File: config.mk
export PLATFORM = sky130hd
export DESIGN_NAME = irq_controller
export DESIGN_NICKNAME = d
export VERILOG_FILES = /design/src/rtl/irq_controller.sv
export SDC_FILE = /design/constraint.sdc
export NUM_CORES = 1
export LEC_CHECK = 0
export BUFFER_PORTS_ARGS = -buffer_cell sky130_fd_sc_hd__buf_2
export CAP_MARGIN = 10
export CELL_PAD_IN_SITES_DETAIL_PLACEMENT = 1
export CELL_PAD_IN_SITES_GLOBAL_PLACEMENT = 2
export CORE_MARGIN = 10
export CORE_UTILIZATION = 30
export DETAILED_ROUTE_END_ITERATION = 6
export MAX_ROUTING_LAYER = met4
export PLACE_DENSITY_LB_ADDON = 0.1
export SLEW_MARGIN = 20
export SYNTH_ARGS = -nofsm -noshare
export SYNTH_HDL_FRONTEND = slang
export SYNTH_SLANG_ARGS = --single-unit
File: constraint.sdc
create_clock -name clk_i -period 1.2 [get_ports clk_i]
set_input_delay 0 -clock clk_i [delete_from_list [all_inputs] [get_ports clk_i]]
set_output_delay 0 -clock clk_i [all_outputs]
set_load 0.02 [all_outputs]
File: src/rtl/irq_controller.sv
// Interrupt source controller: synchronises external request lines, latches pending
// events and drives the CPU irq line with fixed-priority (index 0 highest) selection.
module irq_controller #(
    parameter int N_SRC       = 4,
    parameter int SYNC_STAGES = 2,
    parameter bit EDGE_MODE   = 1'b1,
    parameter int HOLD_CYCLES = 1
) (
    input  logic             clk_i,
    input  logic             rst_ni,
    input  logic [N_SRC-1:0] src_i,
    input  logic [N_SRC-1:0] ie_i,
    input  logic             ack_i,
    output logic             irq_o,
    output logic [N_SRC-1:0] cause_o,
    output logic [N_SRC-1:0] pending_o,
    output logic [N_SRC-1:0] overrun_o,
    output logic             spurious_o
);

    localparam int CW = (HOLD_CYCLES < 2) ? 1 : $clog2(HOLD_CYCLES + 1);
    localparam logic [CW-1:0] HOLD_LOAD = CW'(HOLD_CYCLES);
    localparam logic [CW-1:0] CNT_ONE   = CW'(1);

    typedef enum logic [1:0] {
        ST_IDLE   = 2'd0,
        ST_ASSERT = 2'd1,
        ST_HOLD   = 2'd2
    } state_e;

    function automatic logic [N_SRC-1:0] lowest_onehot(input logic [N_SRC-1:0] v);
        return v & (~v + N_SRC'(1));
    endfunction

    logic [SYNC_STAGES-1:0][N_SRC-1:0] sync_q;
    logic [N_SRC-1:0] prev_q;
    logic [N_SRC-1:0] pending_q, pending_d;
    logic [N_SRC-1:0] overrun_q, overrun_d;
    logic [N_SRC-1:0] cause_q;
    logic [CW-1:0]    hold_cnt_q;
    logic             irq_q;
    logic             spurious_q;
    state_e           state_q;

    logic [N_SRC-1:0] synced_s, rise_s, req_s, clr_s;
    logic             take_s;

    // Event detection, priority selection and next pending/overrun vectors.
    always_comb begin
        synced_s = sync_q[SYNC_STAGES-1];
        if (EDGE_MODE) begin
            rise_s = synced_s & ~prev_q;
        end else begin
            rise_s = synced_s;
        end
        req_s  = pending_q & ie_i;
        take_s = (state_q == ST_ASSERT) && ack_i;
        if (take_s) begin
            clr_s = lowest_onehot(req_s);
        end else begin
            clr_s = '0;
        end
        // A fresh event on the same edge as its clear keeps the bit set, without overrun.
        pending_d = (pending_q & ~clr_s) | rise_s;
        if (EDGE_MODE) begin
            overrun_d = (overrun_q & ~clr_s) | (rise_s & pending_q & ~clr_s);
        end else begin
            overrun_d = '0;
        end
    end

    // Synchroniser chain, previous-sample flop and pending/overrun registers.
    always_ff @(posedge clk_i or negedge rst_ni) begin
        if (!rst_ni) begin
            sync_q    <= '0;
            prev_q    <= '0;
            pending_q <= '0;
            overrun_q <= '0;
        end else begin
            sync_q    <= {sync_q[SYNC_STAGES-2:0], src_i};
            prev_q    <= sync_q[SYNC_STAGES-1];
            pending_q <= pending_d;
            overrun_q <= overrun_d;
        end
    end

    // Request/acknowledge FSM with registered irq, cause and spurious outputs.
    always_ff @(posedge clk_i or negedge rst_ni) begin
        if (!rst_ni) begin
            state_q    <= ST_IDLE;
            irq_q      <= 1'b0;
            cause_q    <= '0;
            hold_cnt_q <= '0;
            spurious_q <= 1'b0;
        end else begin
            spurious_q <= ack_i && (state_q != ST_ASSERT);
            case (state_q)
                ST_IDLE: begin
                    if (req_s != '0) begin
                        state_q <= ST_ASSERT;
                        irq_q   <= 1'b1;
                    end
                end
                ST_ASSERT: begin
                    if (ack_i) begin
                        cause_q    <= clr_s;
                        irq_q      <= 1'b0;
                        hold_cnt_q <= HOLD_LOAD;
                        state_q    <= ST_HOLD;
                    end else if (req_s == '0) begin
                        irq_q   <= 1'b0;
                        state_q <= ST_IDLE;
                    end
                end
                ST_HOLD: begin
                    if (hold_cnt_q == CNT_ONE) begin
                        state_q <= ST_IDLE;
                    end else begin
                        hold_cnt_q <= hold_cnt_q - CNT_ONE;
                    end
                end
                default: begin
                    state_q <= ST_IDLE;
                    irq_q   <= 1'b0;
                end
            endcase
        end
    end

    assign irq_o      = irq_q;
    assign cause_o    = cause_q;
    assign pending_o  = pending_q;
    assign overrun_o  = overrun_q;
    assign spurious_o = spurious_q;

endmodule

==> flow_metrics.tcl <==
set metrics [dict create \
    post-route-period-util 1.05 \
    yosysMostFrequentCell "dfrtp_1" \
    tightestPinTransition_ns 0.386 \
    ios 25 \
    synth_xor_area_frac 0 \
    cts-root-buf "clkbuf_4" \
    vias 775 \
    synthFlopType "dfrtp_1" \
    netlist_area_um2 1010 \
    dieArea_um2 6090 \
    clk_pin_slew_ns 0.09 \
    synth_nets 87 \
    coreArea_um2 3280 \
    worstSetupStartpoint "pending_o[0]" \
    crit_path_cell_trace "a222oi_1 -> buf_4 -> nand4_1 -> nor2b_4" \
    viasPerCell 4.43 \
    fin_skew_ns 0.00643 \
    cp.depth 4 \
    powerDensity_nw_per_um2 1820 \
    synth_edf_count 0 \
    ff2ff_path_depth 4 \
    relSlewSlack 0.743 \
    setup_slack_ns -0.0600 \
    grt_use_met1 0.0907 \
    yosys.area_share.simple 0.118 \
    met3_usage 0.0342 \
    area_growth_pct 47.0 \
    drtAntennaViolNets 0 \
    antenna_found_initial 0 \
    drive_above_1_share 0.426 \
    maxCapViolCount 0 \
    crit_path_start_kind "flip-flop" \
    status "finished, violations left" \
    firstDrtPassIters 4 \
    drc_errors 0 \
    antenna_cells 0 \
    irDropWorstVdd_mv 0.973 \
    cp_slowest_cell "dfrtp_2" \
    cts_buffers 5 \
    max_freq_mhz 794 \
    dp_cells 157 \
    grt_usage 0.0864 \
    synth_top_family_by_area "compound AO/OA/AOI/OAI gates" \
    dp_slack_ns -0.0653 \
    rr_endpoint "overrun_o[3]" \
    cts.sinks 29 \
    leakage_nw 0.713 \
    yosys-top-cells-count "dfrtp_1 (29), nand2_1 (6), a21o_1 (5), a21oi_1 (5)" \
    synth_compound_area_frac 0.145 \
    syn_area_per_cell_um2 13.3 \
    grt_pass1_wl_mm 4.03 \
    clkLatencyLatePin_ns 0.32 \
    synth_cells 76 \
    r2r_slack_ns -0.06 \
    wl_per_cell_um 14.0 \
    cp.required_ns 1.42 \
    path_delay_family "flip-flops" \
    path_class "reg2reg" \
    die_x_um 78.1 \
    htree_levels 2 \
    grt_pass1_vias 867 \
    crit_arrival_ns 1.48 \
    netlist_top_cells_area "dfrtp_1 (72%), a21o_1 (3.7%), a21oi_1 (2.5%)" \
    synth_top_cell_area_share 0.718 \
    rr_startpoint "pending_o[0]" \
    hp-start "ie_i[0]" \
    grt-busiest-layer "met2" \
    fin_crit_ns 1.26 \
    final_nets 139 \
    drt_iter0_drc 28 \
    hold_path.class "in2reg" \
    critPathBufInv 1 \
    synth_fa_ha_area_frac 0 \
    synth_warnings 0 \
    hold_viol_final 0 \
    fin_util 0.453 \
    async_reset_ff_frac 1.00 \
    cts_tree "built" \
    grt_util_met2 0.137 \
    violations "setup timing" \
    finalSetupTns_ns -0.133 \
    crit_path_max_fanout 3 \
    yosysSeqAreaShare 0.718 \
    rsz0062_at_grt "yes" \
    ys_ff_latch 29 \
    setup_violations 4 \
    yosysTopAreaCell "dfrtp_1" \
    cp-end-kind "flip-flop" \
    ys_types 23 \
    start_util 0.308 \
    crit_end "overrun_o[3]" \
    yosys-mux-area-fraction 0 \
    finalMaxSlewViolations 0 \
    place_congestion 0.747 \
    ctsLongestPathBuffers 2 \
    port_buffers 24 \
    die_height_um 78.1 \
    grt_max_degree 16 \
    cpPeakStageDelay_ns 0.41 \
    dp_hpwl_mm 1.79 \
    wirelength_mm 2.45 \
    fin_cells 175 \
    overflow 0 \
    row_count 21 \
]
-- sequential cells by signal, indices dropped and copies added (netlist names) --
name and count:
cause_o 4, hold_cnt_q 1, irq_o 1, state_q 2, overrun_o 4, pending_o 4
synced_s 4, spurious_o 1, sync_q 4, prev_q 4
-- cells in the final DEF, fill, tap and decap left out, types with 2 or more instances in the layout --
cell | synthesis | routed
a21boi_0 | 2 | 2
a21o_1 | 5 | 5
a21oi_1 | 5 | 5
buf_2 | 0 | 24
buf_4 | 0 | 10
buf_6 | 0 | 2
clkbuf_4 | 0 | 5
clkbuf_8 | 0 | 2
dfrtp_1 | 29 | 28
dlygate4sd3_1 | 0 | 9
inv_1 | 4 | 4
nand2_1 | 6 | 5
nand3_2 | 0 | 2
nor2_1 | 3 | 2
nor2b_1 | 4 | 4
o21ai_0 | 2 | 2
-- worst register-to-register path: cells and delay by family (launching register included) --
| family | cells | cell delay [ns] |
|---|---|---|
| flops | 1 | 0.41 |
| compound gates | 1 | 0.33 |
| simple gates | 2 | 0.25 |
| buf+inv | 1 | 0.18 |
-- report_power, final --
part	internal (W)	switching [W]
Combinational	0.000356	0.000454
Sequential	0.00114	0.0000837
Clock	0.000339	0.000331
Total	0.00184	0.000869
-- what timing repair did --
action	4_1_cts	5_1_grt
resized for setup	3	6
endpoints found under the hold margin	41	0
hold buffers	9	0
buffers inserted	1	0
pin swaps	0	8
endpoints found under the setup margin	7	10
-- how the worst min path moves through the flow --
stage                              end  cells past startpoint  slack, ns
after floorplan             cause_o[0]                      0      -0.30
after global placement    overrun_o[2]                      1      -0.06
after detailed placement    state_q[1]                      1      -0.05
after CTS                 pending_o[0]                      3      -0.02
after global routing      pending_o[0]                      3     0.0003
final                     pending_o[0]                      3      0.009
-- cell families after synthesis --
family | Yosys count
flops | 29
simple gates | 21
compound gates | 21
buf+inv | 5
-- layout make-up --
type	instances	area, um^2
Fill cell	360	1800
Sequential cell	29	727
Timing Repair Buffer	46	328
Multi-Input combinational cell	42	289
Clock buffer	7	65.1
Tap cell	46	57.6
Inverter	4	15.0
Clock inverter	1	5.00
-- per-layer routing --
layer  part of all wire  wire length, um
met1               0.43             1070
met2               0.49             1210
met3              0.051              125
met4              0.022               55
met5                  0                0
-- metrics by stage --
stage	total power, W	hold slack [ns]	instance area (um^2)
detailed placement	0.00201	-0.0519	1290
global route	0.00288	0.000300	1490
finish	0.00271	0.00877	1490
CTS	0.00275	-0.0213	1470
floorplan	0.00163	-0.296	1010
global placement	0.00199	-0.0551	1290
Power figures use the tool's default switching activity.
